[src/rtl/mpu_seq_pkg.sv]
// Shared types and constants for the matrix command sequencer.
package mpu_seq_pkg;
  typedef enum logic [3:0] {
    IDLE, LA_REQ, LA_WAIT, LB_REQ, LB_WAIT,
    EX_REQ, EX_WAIT, ST_REQ, ST_WAIT, FIN
  } seq_state_e;

  localparam logic [1:0] BUF_A    = 2'd0;
  localparam logic [1:0] BUF_B    = 2'd1;
  localparam logic [1:0] BUF_C    = 2'd2;
  localparam logic [1:0] BUF_NONE = 2'd3;

  localparam int WORDS       = 13;
  localparam int LAST_OFFSET = 192;
endpackage

[src/rtl/matrix_sequencer_if.sv]
// Command, memory, buffer and ALU handshake bundle around the sequencer.
interface matrix_sequencer_if #(parameter int ADDR_W = 6);
  logic              cmd_valid, cmd_ready, cmd_skip_b;
  logic [3:0]        cmd_op;
  logic [ADDR_W-1:0] cmd_base_a, cmd_base_b, cmd_base_c;
  logic              mem_start, mem_write_enabled, mem_done;
  logic [ADDR_W-1:0] mem_address;
  logic [1:0]        buffer_id;
  logic [7:0]        buffer_offset;
  logic              buffer_write;
  logic              alu_start, alu_done, alu_dumping;
  logic [3:0]        alu_op;
  logic              busy, done, error;

  modport master (
    input  cmd_valid, cmd_op, cmd_skip_b, cmd_base_a, cmd_base_b, cmd_base_c,
           mem_done, alu_done,
    output cmd_ready, mem_start, mem_write_enabled, mem_address,
           buffer_id, buffer_offset, buffer_write,
           alu_start, alu_op, alu_dumping, busy, done, error
  );

  modport slave (
    output cmd_valid, cmd_op, cmd_skip_b, cmd_base_a, cmd_base_b, cmd_base_c,
           mem_done, alu_done,
    input  cmd_ready, mem_start, mem_write_enabled, mem_address,
           buffer_id, buffer_offset, buffer_write,
           alu_start, alu_op, alu_dumping, busy, done, error
  );
endinterface

[src/rtl/matrix_sequencer_xfer_addr_gen.sv]
// Word counter for one matrix transfer: wrapped address, bit offset, last-word flag.
module xfer_addr_gen #(
  parameter int ADDR_W = 6,
  parameter int WORDS  = 13
) (
  input  logic              clock,
  input  logic              reset_n,
  input  logic              clr,
  input  logic              inc,
  input  logic [ADDR_W-1:0] base,
  output logic [ADDR_W-1:0] addr,
  output logic [7:0]        offset,
  output logic              last
);
  localparam int KW = $clog2(WORDS);

  logic [KW-1:0] k_d, k_q;

  always_comb begin
    k_d = k_q;
    if (clr)      k_d = '0;
    else if (inc) k_d = k_q + KW'(1);
  end

  always_ff @(posedge clock or negedge reset_n)
    if (!reset_n) k_q <= '0;
    else          k_q <= k_d;

  // Address arithmetic is ADDR_W wide so it wraps naturally.
  assign addr   = base + ADDR_W'(k_q);
  assign offset = 8'(k_q) << 4;
  assign last   = (k_q == KW'(WORDS - 1));
endmodule

[src/rtl/matrix_sequencer.sv]
// Runs one matrix job per command: load A, optionally B, execute, store C.
module matrix_sequencer
  import mpu_seq_pkg::*;
#(
  parameter int ADDR_W  = 6,
  parameter int WORDS   = mpu_seq_pkg::WORDS,
  parameter int TIMEOUT = 255
) (
  input logic               clock,
  input logic               reset_n,
  matrix_sequencer_if.master bus
);
  localparam int WD_W = $clog2(TIMEOUT + 1);

  seq_state_e        state_d, state_q;
  logic [3:0]        op_d, op_q;
  logic              skip_d, skip_q, err_d, err_q;
  logic [ADDR_W-1:0] base_a_d, base_a_q, base_b_d, base_b_q, base_c_d, base_c_q;
  logic [WD_W-1:0]   wd_d, wd_q;
  logic              k_clr, k_inc, last, in_wait, xfer;
  logic [ADDR_W-1:0] base_sel, addr;
  logic [7:0]        offset;

  xfer_addr_gen #(.ADDR_W(ADDR_W), .WORDS(WORDS)) u_addr (
    .clock(clock), .reset_n(reset_n), .clr(k_clr), .inc(k_inc),
    .base(base_sel), .addr(addr), .offset(offset), .last(last)
  );

  assign in_wait = state_q inside {LA_WAIT, LB_WAIT, EX_WAIT, ST_WAIT};
  assign xfer    = state_q inside {LA_REQ, LA_WAIT, LB_REQ, LB_WAIT, ST_REQ, ST_WAIT};

  always_comb begin
    base_sel = base_c_q;
    if (state_q inside {LA_REQ, LA_WAIT})      base_sel = base_a_q;
    else if (state_q inside {LB_REQ, LB_WAIT}) base_sel = base_b_q;
  end

  always_comb begin
    state_d  = state_q;
    op_d     = op_q;
    skip_d   = skip_q;
    err_d    = err_q;
    base_a_d = base_a_q;
    base_b_d = base_b_q;
    base_c_d = base_c_q;
    wd_d     = '0;
    k_clr    = 1'b0;
    k_inc    = 1'b0;
    case (state_q)
      IDLE: if (bus.cmd_valid) begin
        op_d     = bus.cmd_op;
        skip_d   = bus.cmd_skip_b;
        base_a_d = bus.cmd_base_a;
        base_b_d = bus.cmd_base_b;
        base_c_d = bus.cmd_base_c;
        err_d    = 1'b0;
        k_clr    = 1'b1;
        state_d  = LA_REQ;
      end
      LA_REQ:  state_d = LA_WAIT;
      LB_REQ:  state_d = LB_WAIT;
      EX_REQ:  state_d = EX_WAIT;
      ST_REQ:  state_d = ST_WAIT;
      LA_WAIT, LB_WAIT, ST_WAIT: if (bus.mem_done) begin
        if (last) begin
          k_clr = 1'b1;
          case (state_q)
            LA_WAIT: state_d = skip_q ? EX_REQ : LB_REQ;
            LB_WAIT: state_d = EX_REQ;
            default: state_d = FIN;
          endcase
        end else begin
          k_inc = 1'b1;
          case (state_q)
            LA_WAIT: state_d = LA_REQ;
            LB_WAIT: state_d = LB_REQ;
            default: state_d = ST_REQ;
          endcase
        end
      end
      EX_WAIT: if (bus.alu_done) state_d = ST_REQ;
      FIN:     state_d = IDLE;
      default: state_d = IDLE;
    endcase
    // Watchdog only runs while a wait state is held; any completion resets it.
    if (in_wait && state_d == state_q) begin
      if (wd_q == WD_W'(TIMEOUT - 1)) begin
        err_d   = 1'b1;
        k_clr   = 1'b1;
        state_d = FIN;
      end else begin
        wd_d = wd_q + WD_W'(1);
      end
    end
  end

  always_ff @(posedge clock or negedge reset_n)
    if (!reset_n) begin
      state_q  <= IDLE;
      op_q     <= '0;
      skip_q   <= 1'b0;
      err_q    <= 1'b0;
      base_a_q <= '0;
      base_b_q <= '0;
      base_c_q <= '0;
      wd_q     <= '0;
    end else begin
      state_q  <= state_d;
      op_q     <= op_d;
      skip_q   <= skip_d;
      err_q    <= err_d;
      base_a_q <= base_a_d;
      base_b_q <= base_b_d;
      base_c_q <= base_c_d;
      wd_q     <= wd_d;
    end

  assign bus.cmd_ready         = (state_q == IDLE);
  assign bus.busy              = (state_q != IDLE);
  assign bus.done              = (state_q == FIN);
  assign bus.error             = err_q;
  assign bus.mem_start         = state_q inside {LA_REQ, LB_REQ, ST_REQ};
  assign bus.mem_address       = xfer ? addr : '0;
  assign bus.mem_write_enabled = state_q inside {ST_REQ, ST_WAIT};
  assign bus.alu_dumping       = state_q inside {ST_REQ, ST_WAIT};
  assign bus.buffer_offset     = offset;
  assign bus.buffer_write      = (state_q inside {LA_WAIT, LB_WAIT}) && bus.mem_done;
  assign bus.alu_start         = (state_q == EX_REQ);
  assign bus.alu_op            = op_q;

  always_comb begin
    bus.buffer_id = BUF_NONE;
    if (state_q inside {LA_REQ, LA_WAIT})      bus.buffer_id = BUF_A;
    else if (state_q inside {LB_REQ, LB_WAIT}) bus.buffer_id = BUF_B;
    else if (state_q inside {ST_REQ, ST_WAIT}) bus.buffer_id = BUF_C;
  end
endmodule
[src/flat_wrapper.sv]
// flat-port wrapper written by rule: the top's interface ports become plain ports
module matrix_sequencer_flat import mpu_seq_pkg::*;
#(
  parameter int ADDR_W  = 6,
  parameter int WORDS   = mpu_seq_pkg::WORDS,
  parameter int TIMEOUT = 255
)
  (clock, reset_n, bus_cmd_valid, bus_cmd_op, bus_cmd_skip_b, bus_cmd_base_a, bus_cmd_base_b, bus_cmd_base_c, bus_mem_done, bus_alu_done, bus_cmd_ready, bus_mem_start, bus_mem_write_enabled, bus_mem_address, bus_buffer_id, bus_buffer_offset, bus_buffer_write, bus_alu_start, bus_alu_op, bus_alu_dumping, bus_busy, bus_done, bus_error);
  matrix_sequencer_if #(.ADDR_W(ADDR_W)) bus_i ();
  input logic clock;
  input logic reset_n;
  input wire logic [$bits(bus_i.cmd_valid)-1:0] bus_cmd_valid;
  input wire logic [$bits(bus_i.cmd_op)-1:0] bus_cmd_op;
  input wire logic [$bits(bus_i.cmd_skip_b)-1:0] bus_cmd_skip_b;
  input wire logic [$bits(bus_i.cmd_base_a)-1:0] bus_cmd_base_a;
  input wire logic [$bits(bus_i.cmd_base_b)-1:0] bus_cmd_base_b;
  input wire logic [$bits(bus_i.cmd_base_c)-1:0] bus_cmd_base_c;
  input wire logic [$bits(bus_i.mem_done)-1:0] bus_mem_done;
  input wire logic [$bits(bus_i.alu_done)-1:0] bus_alu_done;
  output wire logic [$bits(bus_i.cmd_ready)-1:0] bus_cmd_ready;
  output wire logic [$bits(bus_i.mem_start)-1:0] bus_mem_start;
  output wire logic [$bits(bus_i.mem_write_enabled)-1:0] bus_mem_write_enabled;
  output wire logic [$bits(bus_i.mem_address)-1:0] bus_mem_address;
  output wire logic [$bits(bus_i.buffer_id)-1:0] bus_buffer_id;
  output wire logic [$bits(bus_i.buffer_offset)-1:0] bus_buffer_offset;
  output wire logic [$bits(bus_i.buffer_write)-1:0] bus_buffer_write;
  output wire logic [$bits(bus_i.alu_start)-1:0] bus_alu_start;
  output wire logic [$bits(bus_i.alu_op)-1:0] bus_alu_op;
  output wire logic [$bits(bus_i.alu_dumping)-1:0] bus_alu_dumping;
  output wire logic [$bits(bus_i.busy)-1:0] bus_busy;
  output wire logic [$bits(bus_i.done)-1:0] bus_done;
  output wire logic [$bits(bus_i.error)-1:0] bus_error;
  assign bus_i.cmd_valid = bus_cmd_valid;
  assign bus_i.cmd_op = bus_cmd_op;
  assign bus_i.cmd_skip_b = bus_cmd_skip_b;
  assign bus_i.cmd_base_a = bus_cmd_base_a;
  assign bus_i.cmd_base_b = bus_cmd_base_b;
  assign bus_i.cmd_base_c = bus_cmd_base_c;
  assign bus_i.mem_done = bus_mem_done;
  assign bus_i.alu_done = bus_alu_done;
  assign bus_cmd_ready = bus_i.cmd_ready;
  assign bus_mem_start = bus_i.mem_start;
  assign bus_mem_write_enabled = bus_i.mem_write_enabled;
  assign bus_mem_address = bus_i.mem_address;
  assign bus_buffer_id = bus_i.buffer_id;
  assign bus_buffer_offset = bus_i.buffer_offset;
  assign bus_buffer_write = bus_i.buffer_write;
  assign bus_alu_start = bus_i.alu_start;
  assign bus_alu_op = bus_i.alu_op;
  assign bus_alu_dumping = bus_i.alu_dumping;
  assign bus_busy = bus_i.busy;
  assign bus_done = bus_i.done;
  assign bus_error = bus_i.error;
  matrix_sequencer #(.ADDR_W(ADDR_W), .WORDS(WORDS), .TIMEOUT(TIMEOUT)) u_core (.clock(clock), .reset_n(reset_n), .bus(bus_i));
endmodule
[config.mk]
export PLATFORM = sky130hd
export DESIGN_NAME = matrix_sequencer_flat
export DESIGN_NICKNAME = d
export VERILOG_FILES = /design/src/rtl/mpu_seq_pkg.sv /design/src/rtl/matrix_sequencer_if.sv /design/src/rtl/matrix_sequencer_xfer_addr_gen.sv /design/src/rtl/matrix_sequencer.sv /design/src/flat_wrapper.sv
export SDC_FILE = /design/constraint.sdc
export NUM_CORES = 1
export LEC_CHECK = 0
export CORE_AREA = 2 2 74 76
export DETAILED_ROUTE_END_ITERATION = 12
export DIE_AREA = 0 0 76 78
export GPL_ROUTABILITY_DRIVEN = 0
export GPL_TIMING_DRIVEN = 1
export PLACE_DENSITY = 0.89
export SYNTH_ARGS = -nofsm -noshare
export SYNTH_HDL_FRONTEND = slang
export SYNTH_SLANG_ARGS = --single-unit
[constraint.sdc]
create_clock -name clock -period 3.9 [get_ports clock]
set_input_delay 0.78 -clock clock [delete_from_list [all_inputs] [get_ports clock]]
set_output_delay 0.78 -clock clock [all_outputs]
set_load 0.05 [all_outputs]
==> results.txt, run 1 <==
outcome: complete, no violations
Avg WL per Cell: 16.1 um
CP max-delay cell: or3b_4
hold crit path type: flip-flop to flip-flop
crit path launch type: flip-flop
CP Capture Type: primary output
Total Routing Usage GR: 21.8%
DP Area: 0.00313 sq mm
Final min period: 3.89 ns
Top FF cell, synth: dfrtp_1
setup TNS: 0 ns
Final WS setup: 0.00856 ns
critical path type: flip-flop to primary output
Setup WS pre-CTS: 0.249 ns
initial antenna violation count: 0
hold_buf cts: 0
initial core utilization: 49.8%
worst-margin pin slew: 0.901 ns
post-synthesis area per instance: 9.70 sq um
Chip Width: 76 um
I/O Buffers: 52
Synth-to-Final Area Change: 34.2%
Post-Syn Area: 0.00251 sq mm
Gate Count Post-Synth: 259
Placement Rows: 26
CTS tree: yes
share of layout cells above drive strength 1: 21.0%
io pins: 57
vias in the first global route: 2,223
First-pass DRT Iterations: 4
met2 GRT Util: 36.9%
CTS Buf Count: 5
register area share after synthesis: 39.8%
gr ovfl total: 0
final cycle utilization of the critical path: 99.8%
Async S/R FF share, synth: 100%
Worst Clk Skew: 0.00576 ns
clock latency on the worst-skew pair: 0.30 ns
Synth Register Bits: 40
# diodes: 0
DRC viols: 0
nets: 356
Max clock buf depth: 2
largest net degree at the start of global routing: 41
final WL: 6270 um
RSZ-0062 raised after global routing: yes
Core Region: 0.00504 sq mm
Max Fclk: 257 MHz
Via Count: 2,203
met1 Track Usage GR: 27.5%
synth unique cells: 49
DRT iter0 DRCs: 214
Final setup viols: 0
Top delay family on crit path: compound AO/OA/AOI/OAI gates
root buffer cell: clkbuf_8
CP peak stage delay: 0.42 ns
die height: 78 um
crit path cell chain: or3b_4 -> a21oi_4 -> buf_4 -> buf_4 -> mux2i_1 -> o21ai_1 -> ha_1 -> a21o_1 -> a21o_1 -> a21o_1 -> a21oi_2 -> buf_12
CTS H-tree lvls: 2
CP dominant cell by count: a21o_1
Final Max Tran Viols: 0
Slew HR: 39.9%
Min Hold Slack: 0.502 ns
max-cap violations: 0
detailed placement HPWL: 4070 um
Worst Path Buf+Inv: 3
Clock Pin Slew Worst Setup and Hold Paths: 0.08 ns
gr busiest metal: met2
die outline area: 0.00593 sq mm
Ys Warns: 0
DR vias/cell: 5.66
total clock sinks: 40
design area: 0.00337 sq mm
Antenna Nets Post-Route: 0
CP Max Fanout: 4
Worst Path Required: 3.12 ns
Post-synth EDFFs: 0
first-pass GRT wire length: 10,400 um
Crit path arrival time: 3.11 ns
final hold vios: 0
met3 Use GR: 4.53%
-- cell usage after synthesis, types with 7 or more instances --
cell	number	area, sq um
a21oi_1	15	75.1
nor2b_1	7	43.8
o21ai_0	14	70.1
nor2_1	27	101
dfrtp_1	40	1000
nand3_1	7	35.0
a21o_1	8	60.1
buf_2	10	50.1
mux2_2	24	270
buf_4	7	52.6
nand2_1	12	45.0
ha_1	8	100
-- cell families after synthesis --
family,count (synthesis),synth area share [%]
AOI/OAI and AO/OA,53,13.6
and+or+nand+nor,91,19.8
muxes,28,12.4
adders and majority gates,9,4.78
xor gates and xnor gates,12,4.18
DFF,40,39.8
other,1,0.149
buffers and inverters,25,5.28
-- layout by cell type, fill, tap and decap left out, types with 4 or more instances in the layout --
| cell type | count |
|---|---|
| mux2i_1 | 4 |
| clkdlybuf4s50_1 | 45 |
| dfrtp_1 | 40 |
| buf_12 | 6 |
| nor2_1 | 26 |
| nor2b_1 | 7 |
| clkbuf_8 | 5 |
| nand3_1 | 7 |
| nand2_1 | 12 |
| inv_1 | 6 |
| a21oi_1 | 13 |
| nand2b_1 | 4 |
| conb_1 | 4 |
| xor2_1 | 6 |
| xnor2_1 | 6 |
| mux2_2 | 24 |
| a21o_1 | 8 |
| o21ai_0 | 12 |
| ha_1 | 6 |
| buf_4 | 15 |
-- layer usage --
layer  vias to the layer above  part of all wire (%)
li1                       1032                     -
met1                      1064                    42
met2                        87                    49
met3                        20                   6.0
met4                         0                   3.2
met5                         -                     0
-- worst reg2reg max path, cell delays in order (launching register included) --
cell	delay, ns
dfrtp_1	0.40
buf_4	0.15
buf_4	0.21
nor2_1	0.29
nand2_1	0.18
inv_1	0.16
nand2_2	0.38
o31ai_1	0.38
o21bai_1	0.23
-- worst paths after layout --
| kind | cells after the start | startpoint | end | slack, ns |
|---|---|---|---|---|
| min reg2reg | 1 | u_core.wd_q[0]$_DFF_PN0_ | u_core.wd_q[0]$_DFF_PN0_ | 0.50 |
| min | 1 | u_core.wd_q[0]$_DFF_PN0_ | u_core.wd_q[0]$_DFF_PN0_ | 0.50 |
| max | 12 | u_core.state_q[1]$_DFF_PN0_ | bus_mem_address[5] | 0.009 |
| max reg2reg | 8 | u_core.state_q[2]$_DFF_PN0_ | u_core.state_q[0]$_DFF_PN0_ | 1.44 |
| max in group asynchronous | 1 | reset_n | u_core.base_a_q[0]$_DFFE_PN0P_ | 2.74 |
| min in group asynchronous | 1 | reset_n | u_core.wd_q[5]$_DFF_PN0_ | 0.61 |
-- state kept, by name, indices dropped and copies added, names as in the netlist --
signal             count
u_core.bus.error       1
u_core.base_a_q        6
u_core.state_q         4
u_core.base_b_q        6
u_core.u_addr.k_q      4
u_core.bus.alu_op      4
u_core.skip_q          1
u_core.wd_q            8
u_core.base_c_q        6
-- per-stage QoR --
step	std cells	utilization [%]
finish	389	66.8
global placement	371	62.0
CTS	384	65.5
detailed placement	371	62.0
floorplan	262	-
global route	389	66.8
-- timing repair --
item                                    in CTS  in global routing
pin swaps                                    2                 11
gates resized for setup                      1                  9
endpoints found under the setup margin       2                  4
setup buffers                                6                  5
-- area by class of cell --
cell class	count	area (sq um)
fillers	344	1670
multi-input cells	197	1420
flip-flops and latches	40	1000
repair buffers	69	711
well taps	70	87.6
clock buffers	5	68.8
clock inverters	2	60.1
inverters	6	22.5
Power of run 1 is left out: the tool's default activity adds up to more than one toggle a clock period on the data nets, which glitch-free logic cannot reach.
==> run 2, diff against run 1 <==
--- a/config.mk
+++ b/config.mk
@@ -6,6 +6,7 @@
 export NUM_CORES = 1
 export LEC_CHECK = 0
 export CORE_AREA = 2 2 74 76
+export CTS_BUF_LIST = sky130_fd_sc_hd__clkbuf_16
 export DETAILED_ROUTE_END_ITERATION = 12
 export DIE_AREA = 0 0 76 78
 export GPL_ROUTABILITY_DRIVEN = 0
==> run 2 against run 1 <==
  * Register-to-register slack gained 0.02 ns
  * Wire length grew 0.64%
  * Setup slack gained 0.031 ns
  * Via count is essentially flat
  * Critical path type unchanged
==> results.txt, run 2 (same netlist as run 1, synthesis figures left out) <==
Via Count: 2,201 (was 2,203)
DRT iter0 DRCs: 241 (was 214)
CTS tree: yes (unchanged)
final WL: 6310 um (was 6270 um)
Max Fclk: 259 MHz (was 257 MHz)
nets: 354 (was 356)
Placement Rows: 26 (unchanged)
Final Max Tran Viols: 0 (unchanged)
io pins: 57 (unchanged)
CTS H-tree lvls: 2 (unchanged)
Worst Reg-to-Reg Cells: 8 (unchanged)
crit path launch type: flip-flop (unchanged)
Worst Clk Skew: 0.00263 ns (was 0.00576 ns)
die outline area: 0.00593 sq mm (unchanged)
Core Region: 0.00504 sq mm (unchanged)
hold crit path type: flip-flop to flip-flop (unchanged)
detailed placement HPWL: 4070 um (unchanged)
hold_sp: u_core.wd_q[0]$_DFF_PN0_ (unchanged)
CP Capture Type: primary output (unchanged)
total clock sinks: 40 (unchanged)
Max clock buf depth: 2 (unchanged)
initial core utilization: 49.8% (unchanged)
Avg WL per Cell: 16.3 um (was 16.1 um)
die height: 78 um (unchanged)
Reg with most FFs: u_core.wd_q (unchanged)
Final setup viols: 0 (unchanged)
Finished Core Util: 67.3% (was 66.8%)
CP dominant cell by count: a21o_1 (unchanged)
commonest non-fill, non-tap cell in the layout: clkdlybuf4s50_1 (unchanged)
leading cell types in the layout, fill and taps excluded: clkdlybuf4s50_1 (45), dfrtp_1 (40), nor2_1 (26), mux2_2 (24), a21oi_1 (14) (was clkdlybuf4s50_1 (45), dfrtp_1 (40), nor2_1 (26), mux2_2 (24), buf_4 (15))
root buffer cell: clkbuf_16 (was clkbuf_8)
Worst R2R Start: u_core.state_q[2]$_DFF_PN0_ (unchanged)
fill count: 333 (was 344)
Crit Reg-Reg Endpoint: u_core.state_q[0]$_DFF_PN0_ (unchanged)
# diodes: 0 (unchanged)
RSZ-0062 raised after global routing: yes (unchanged)
crit path cell chain: or3b_4 -> a21oi_4 -> mux2i_1 -> nor2_1 -> a21o_1 -> ha_1 -> a21o_1 -> a21o_1 -> a21o_1 -> a21o_1 -> a21oi_2 -> buf_12 (was or3b_4 -> a21oi_4 -> buf_4 -> buf_4 -> mux2i_1 -> o21ai_1 -> ha_1 -> a21o_1 -> a21o_1 -> a21o_1 -> a21oi_2 -> buf_12)
Clock Pin Slew Worst Setup and Hold Paths: 0.06 ns (was 0.08 ns)
I/O Buffers: 52 (unchanged)
initial antenna violation count: 0 (unchanged)
Worst Path Required: 3.12 ns (about the same)
gr ovfl total: 0 (unchanged)
Slew HR: 41.4% (was 39.9%)
Antenna Nets Post-Route: 0 (unchanged)
max-cap violations: 0 (unchanged)
setup TNS: 0 ns (unchanged)
Synth-to-Final Area Change: 35.1% (was 34.2%)
final cycle utilization of the critical path: 99.0% (was 99.8%)
final hold vios: 0 (unchanged)
critical path type: flip-flop to primary output (unchanged)
clock latency on the worst-skew pair: 0.29 ns (was 0.30 ns)
CP peak stage delay: 0.43 ns (was 0.42 ns)
CP Max Fanout: 2 (was 4)
max reg flops: 8 (unchanged)
Worst Hold End: u_core.wd_q[0]$_DFF_PN0_ (unchanged)
CP max-delay cell: or3b_4 (unchanged)
vias in the first global route: 2,223 (unchanged)
Min Hold Slack: 0.501 ns (was 0.502 ns)
worst-margin pin slew: 0.879 ns (was 0.901 ns)
Critical Path Source: u_core.state_q[1]$_DFF_PN0_ (unchanged)
WHS Path Cells: 1 (unchanged)
largest net degree at the start of global routing: 41 (unchanged)
first-pass GRT wire length: 10,300 um (was 10,400 um)
DRC viols: 0 (unchanged)
CTS Buf Count: 5 (unchanged)
DR vias/cell: 5.69 (was 5.66)
share of layout cells above drive strength 1: 19.6% (was 21.0%)
hold_buf cts: 0 (unchanged)
outcome: complete, no violations (unchanged)
reg2reg setup slack: 1.46 ns (was 1.44 ns)
Total Routing Usage GR: 21.4% (was 21.8%)
Crit path arrival time: 3.08 ns (was 3.11 ns)
Chip Width: 76 um (unchanged)
Final min period: 3.86 ns (was 3.89 ns)
First-pass DRT Iterations: 4 (unchanged)
[run 2: cell count changes in the layout (fill, tap and decap cells not counted), sizes merged]
cell,previous run,this run
buf,24,22
[run 2: stage by stage]
step	cell area [sq um]	std cells	setup slack, ns
2_1_floorplan	2530	262	0.0922
3_3_place_gp	3130	371	0.308
3_5_place_dp	3130	371	0.249
4_1_cts	3340	382	0.00461
5_1_grt	3390	387	-0.0573
6_report	3390	387	0.0391
[run 2: cell type report]
type	instances	area, sq um	area share (%)
clock buffer	5	125	3.69
multi-input combinational	197	1400	41.3
clock inverter	2	60.1	1.77
sequential	40	1000	29.5
timing repair buffer	67	696	20.5
inverter	6	22.5	0.664
tap	70	87.6	2.58
[run 2: what timing repair did]
item	in CTS	in global routing
setup endpoints to repair	2	2
pin swaps	2	8
resized for setup	1	5
buffers inserted	4	5
[run 2: layer usage]
metal | share of wire, % | track usage, % | vias up
met3 | 5.2 | 4.07 | 12
met2 | 51 | 38.0 | 82
li1 | - | - | 1024
met1 | 42 | 26.3 | 1083
met5 | 0 | 0 | -
met4 | 1.6 | 6.91 | 0
[run 2: how the worst max path moves through the flow]
stage               slack (ns)                 end  cells after the start
finish                    0.04  bus_mem_address[5]                     12
global route             -0.06  bus_mem_address[5]                     12
CTS                      0.005  bus_mem_address[5]                     12
detailed placement        0.25  bus_mem_address[5]                     12
global placement          0.31  bus_mem_address[5]                     12
floorplan                 0.09  bus_mem_address[0]                      5
[run 2: critical path: cells and delay by family, from the launching register on]
| family | cells | cell delay, ns |
|---|---|---|
| AO/OA/AOI/OAI | 7 | 1.19 |
| AND/OR/NAND/NOR | 2 | 0.52 |
| multiplexers | 1 | 0.23 |
| flip-flops | 1 | 0.41 |
| buffers and inverters | 1 | 0.16 |
| adder cells (fa/ha/maj) | 1 | 0.28 |
Power of run 2 is left out for the same reason.
==> RTL change 1: new RTL, flow settings as in run 1 <==
`ADDR_W` is set to 6 in 4 places; all go to 5.
--- a/src/rtl/matrix_sequencer_if.sv
+++ b/src/rtl/matrix_sequencer_if.sv
@@ -1,5 +1,5 @@
 // Command, memory, buffer and ALU handshake bundle around the sequencer.
-interface matrix_sequencer_if #(parameter int ADDR_W = 6);
+interface matrix_sequencer_if #(parameter int ADDR_W = 5);
   logic              cmd_valid, cmd_ready, cmd_skip_b;
   logic [3:0]        cmd_op;
   logic [ADDR_W-1:0] cmd_base_a, cmd_base_b, cmd_base_c;
--- a/src/rtl/matrix_sequencer_xfer_addr_gen.sv
+++ b/src/rtl/matrix_sequencer_xfer_addr_gen.sv
@@ -1,6 +1,6 @@
 // Word counter for one matrix transfer: wrapped address, bit offset, last-word flag.
 module xfer_addr_gen #(
-  parameter int ADDR_W = 6,
+  parameter int ADDR_W = 5,
   parameter int WORDS  = 13
 ) (
   input  logic              clock,
--- a/src/rtl/matrix_sequencer.sv
+++ b/src/rtl/matrix_sequencer.sv
@@ -2,7 +2,7 @@
 module matrix_sequencer
   import mpu_seq_pkg::*;
 #(
-  parameter int ADDR_W  = 6,
+  parameter int ADDR_W  = 5,
   parameter int WORDS   = mpu_seq_pkg::WORDS,
   parameter int TIMEOUT = 255
 ) (
--- a/src/flat_wrapper.sv
+++ b/src/flat_wrapper.sv
@@ -1,7 +1,7 @@
 // flat-port wrapper written by rule: the top's interface ports become plain ports
 module matrix_sequencer_flat import mpu_seq_pkg::*;
 #(
-  parameter int ADDR_W  = 6,
+  parameter int ADDR_W  = 5,
   parameter int WORDS   = mpu_seq_pkg::WORDS,
   parameter int TIMEOUT = 255
 )
Ports: changed (resized bus_cmd_base_a, bus_cmd_base_b, bus_cmd_base_c and bus_mem_address); port bits go from 57 to 53. The function was not compared with the original's and may differ.
==> RTL change 1 against run 1 <==
- worst setup slack better by 0.073 ns
- routed wire length shrank 19%
- highest routed layer unchanged
- cell area down 13%
- area after synthesis decreased by 11%
- via count decreased by 17%
- sequential cell count fell by 3
- critical path depth up 1
Power is left out: the tool's default activity adds up to more than one toggle a clock period on the data nets, which glitch-free logic cannot reach.
==> RTL change 1: results (changes against run 1) <==
* Outcome: finished, final reports clean
* Reg clk slew, reported paths at 0.07 ns
* Max FFs per register at 8 (unchanged)
* Final HPWL DP at 3.58 mm (-12%)
* Initial antenna violation count at 0 (unchanged)
* Hold path endpoint: u_core.bus.error$_DFF_PN0_
* Ant. Diodes at 0 (unchanged)
* Worst Skew at 0.00856 ns (+0.00280 ns)
* CP delay by family, top: simple AND/OR/NAND/NOR gates
* Htree depth at 2 (unchanged)
* Reg2reg setup slack at 1.51 ns (+0.07 ns)
* DP Worst Slack at 0.267 ns (+0.0184 ns)
* Share of layout cells above drive strength 1 at 21.5% (+0.53 points)
* Synth Area in Compound Gates at 10.7% (-3.0 points)
* DRT iter0 DRCs at 144 (-33%)
* Register bit total from synthesis at 37 (-7.5%)
* Worst Setup EP: bus_mem_address[4]
* Commonest cells in the netlist: dfrtp_1, mux2_2, nor2_1
* Worst Hold Class: reg -> reg
* Largest net degree at the start of global routing at 38 (-7.3%)
* Crit path from: u_core.state_q[3]$_DFF_PN0_
* Sequential Area at 927 µm² (-7.4%)
* Worst r2r src: u_core.state_q[1]$_DFF_PN0_
* Number of port buffers at 48 (-7.7%)
* Multi-input comb cells at 163 (-17%)
* Vias in the first global route at 1784 (-20%)
* Clk buf depth at 2 (unchanged)
* Buffering overhead at 19.8% (-1.3 points)
* Inverters at 9 (+3)
* Global-route wire length before repair at 8.40 mm (-19%)
* Clock network area share at 3.92% (+0.093 points)
* Bufs w/o clock at 57 (-17%)
* Hold_ws at 0.485 ns (-0.0165 ns)
* Hold path depth at 1 (unchanged)
* Worst reg2reg endpoint: u_core.base_a_q[0]$_DFFE_PN0P_
* Slowest-stage cell, CP: or4b_4
* DP Area at 0.00278 mm² (-11%)
* Synth Area in Adders at 5.36% (+0.58 points)
* Multiplexer share of the synthesized area at 12.7% (+0.37 points)
* Tot GR Track Use at 17.6% (-4.2 points)
* Placed insts at 331 (-11%)
* Syn Area/Cell at 10.1 µm² (+4.1%)
* Synth Area in XOR/XNOR at 4.69% (+0.50 points)
* Clock Latency Late Sink at 0.29 ns
* Worst hold path startpoint: u_core.bus.error$_DFF_PN0_
* Slew Limit Headroom at 36.3% (-3.6 points)
* Detailed Route WL at 5.05 mm (-19%)
* Top post-synthesis cells by area: dfrtp_1, mux2_2, ha_1
* Vias/cell at 5.30 (-6.4%)
* CP peak stage delay at 0.55 ns (+0.13 ns)
* Seq area share at 31.5% (+1.8 points)
* FF-to-FF path depth at 4 (-4)
* DR WL/cell at 14.7 µm (-8.9%)
* Distinct cells, synth at 44 (-10%)
* # fillers at 432 (+26%)
* Crit share post-route at 97.9% (-1.9 points)
* # nets final at 307 (-14%)
* Multi-input combinational area share at 40.7% (-1.5 points)
* Register area share after synthesis at 41.3% (+1.5 points)
[RTL change 1: cell count changes after synthesis, sizes merged, moves of 4 or more]
cell | before | now
nor2 | 27 | 20
nand2b | 4 | 0
nor3 | 4 | 8
a21o | 8 | 4
xnor2 | 6 | 2
and3 | 2 | 7
o21ai | 15 | 4
mux2 | 24 | 20
xor2 | 6 | 10
[RTL change 1: what timing repair did]
| action | in CTS | in global routing |
|---|---|---|
| setup endpoints to repair | 1 | 1 |
| pin swaps | 0 | 6 |
| hold endpoints to repair | 0 | 0 |
| resized for setup | 1 | 5 |
| setup buffers | 1 | 4 |
| cloned | 0 | 0 |
[RTL change 1: routing by layer]
| layer | wire length (µm) | GRT usage [%] | up-vias |
|---|---|---|---|
| met5 | 0 | 0 | - |
| met4 | 44 | 4.55 | 0 |
| met3 | 301 | 4.53 | 6 |
| met2 | 2440 | 28.7 | 63 |
| met1 | 2260 | 23.5 | 882 |
| li1 | - | - | 873 |
==> RTL change 2: new RTL, settings of run 1 <==
Made on the original files. Register the output `bus.mem_write_enabled`; this adds one clock of latency there.
--- a/src/rtl/matrix_sequencer.sv
+++ b/src/rtl/matrix_sequencer.sv
@@ -121,7 +121,9 @@
   assign bus.error             = err_q;
   assign bus.mem_start         = state_q inside {LA_REQ, LB_REQ, ST_REQ};
   assign bus.mem_address       = xfer ? addr : '0;
-  assign bus.mem_write_enabled = state_q inside {ST_REQ, ST_WAIT};
+  always_ff @(posedge clock) begin
+    bus.mem_write_enabled <= state_q inside {ST_REQ, ST_WAIT};
+  end
   assign bus.alu_dumping       = state_q inside {ST_REQ, ST_WAIT};
   assign bus.buffer_offset     = offset;
   assign bus.buffer_write      = (state_q inside {LA_WAIT, LB_WAIT}) && bus.mem_done;
Function: same outputs for any inputs over 10 cycles, from zero or initial values and one cycle with reset_n low; that may be too few to reach the edited logic, so the function may still have changed.
==> RTL change 2 against run 1 <==
- the run now ends with setup timing left
- sequential share of layout area increased by 1.3 points
- worst setup slack got worse by 0.14 ns
- sequential cell count increased by 1
- cell area decreased by 2.4%
- synthesized cell count unchanged
- area after synthesis increased by 0.50%
- via count decreased by 0.64%
- register-to-register slack improved by 0.12 ns
- routed wire length decreased by 1.9%
- critical endpoint is now bus_mem_address[4]
- largest cell class unchanged
Power is left out: the tool's default activity adds up to more than one toggle a clock period on the data nets, which glitch-free logic cannot reach.
==> RTL change 2: results (changes against run 1) <==
* Synth Area in Compound Gates at 13.6% (-0.068 points)
* Final WS setup at -0.132 ns (-0.141 ns)
* CP Max Fanout at 3 (-1)
* Clock Latency Late Sink at 0.30 ns (about the same)
* DP Area at 0.00313 mm² (+0.24%)
* Syn Area/Cell at 9.75 µm² (+0.50%)
* Slowest-stage cell, CP: or3b_4
* Synth Area in Adders at 4.76% (-0.024 points)
* Worst Setup EP: bus_mem_address[4]
* Post-CTS sizing at 3 (+2)
* Top post-synthesis cells by area: dfrtp_1, mux2_2, nor2_1
* DRT Pass-1 Iters at 4 (unchanged)
* Via Count at 2189 (-0.64%)
* Multiplexer share of the synthesized area at 12.3% (-0.061 points)
* Htree depth at 2 (unchanged)
* Ant. Diodes at 0 (unchanged)
* Worst reg2reg endpoint: u_core.state_q[0]$_DFF_PN0_
* Arr. time, crit path at 3.25 ns (+0.14 ns)
* Ys async rst share at 97.6% (-2.4 points)
* Register area share after synthesis at 40.4% (+0.60 points)
* Share of layout cells above drive strength 1 at 19.4% (-1.6 points)
* Placed insts at 372 (+0.27%)
* Outcome: finished, violations left
* # nets final at 351 (-1.4%)
* Setup TNS at -0.189 ns (-0.189 ns)
* Max FFs per register at 8 (unchanged)
* Hold path endpoint: u_core.bus.error$_DFF_PN0_
* Initial antenna violation count at 0 (unchanged)
* FF-to-FF path depth at 7 (-1)
* Worst Skew at 0.00567 ns (-0.0000826 ns)
* Reg clk slew, reported paths at 0.08 ns (about the same)
* Hold path depth at 1 (unchanged)
* Tot GR Track Use at 20.3% (-1.5 points)
* Synth Area in XOR/XNOR at 4.16% (-0.021 points)
* DRT iter0 DRCs at 201 (-6.1%)
* Post-CTS setup buffer count at 4 (-2)
* Global-route wire length before repair at 9.72 mm (-6.5%)
* Failing checks: setup timing
* Vias in the first global route at 2133 (-4.0%)
* Detailed Route WL at 6.15 mm (-1.9%)
* Largest Register: u_core.wd_q
* Setup violators final at 3 (+3)
* Hold_ws at 0.503 ns (+0.000879 ns)
* DP Worst Slack at 0.186 ns (-0.0626 ns)
* Number of port buffers at 52 (unchanged)
* Vias/cell at 5.69 (+0.40%)
* Final HPWL DP at 4.20 mm (+3.2%)
* Worst Hold Class: reg -> reg
* Worst-Margin Slew at 0.882 ns (-0.0196 ns)
* Distinct cells, synth at 50 (+2.0%)
* Reg2reg setup slack at 1.56 ns (+0.12 ns)
* Worst r2r src: u_core.state_q[3]$_DFF_PN0_
* Worst hold path startpoint: u_core.bus.error$_DFF_PN0_
[RTL change 2: changes by cell type after synthesis]
cell,run 1,this run
buf_4,7,6
dfxtp_1,0,1
[RTL change 2: final cells by class]
| class | count | area (µm²) |
|---|---|---|
| multi-input cells | 197 | 1420 |
| well taps | 70 | 87.6 |
| fillers | 374 | 1750 |
| repair buffers | 63 | 653 |
| flip-flops and latches | 41 | 1020 |
| clock buffers | 6 | 72.6 |
| inverters | 6 | 22.5 |
| clock inverters | 2 | 15.0 |
[RTL change 2: logic make-up (layout without fill, tap and decap cells)]
kind of cell / after synthesis / in the layout
fa+ha+maj: 9 / 9
simple gates: 91 / 91
mux: 28 / 28
buf+inv: 24 / 77
compound gates: 53 / 53
flops: 41 / 41
xor+xnor: 12 / 12
other cells: 1 / 4
[RTL change 2: metal layers]
layer  vias to the layer above  GRT usage, %  share of wire (%)
met1                      1054          24.7                 42
met2                        94          36.0                 51
met3                        15          4.07                5.7
met4                         0          7.27                1.9
met5                         -             0                  0
li1                       1026             -                  -
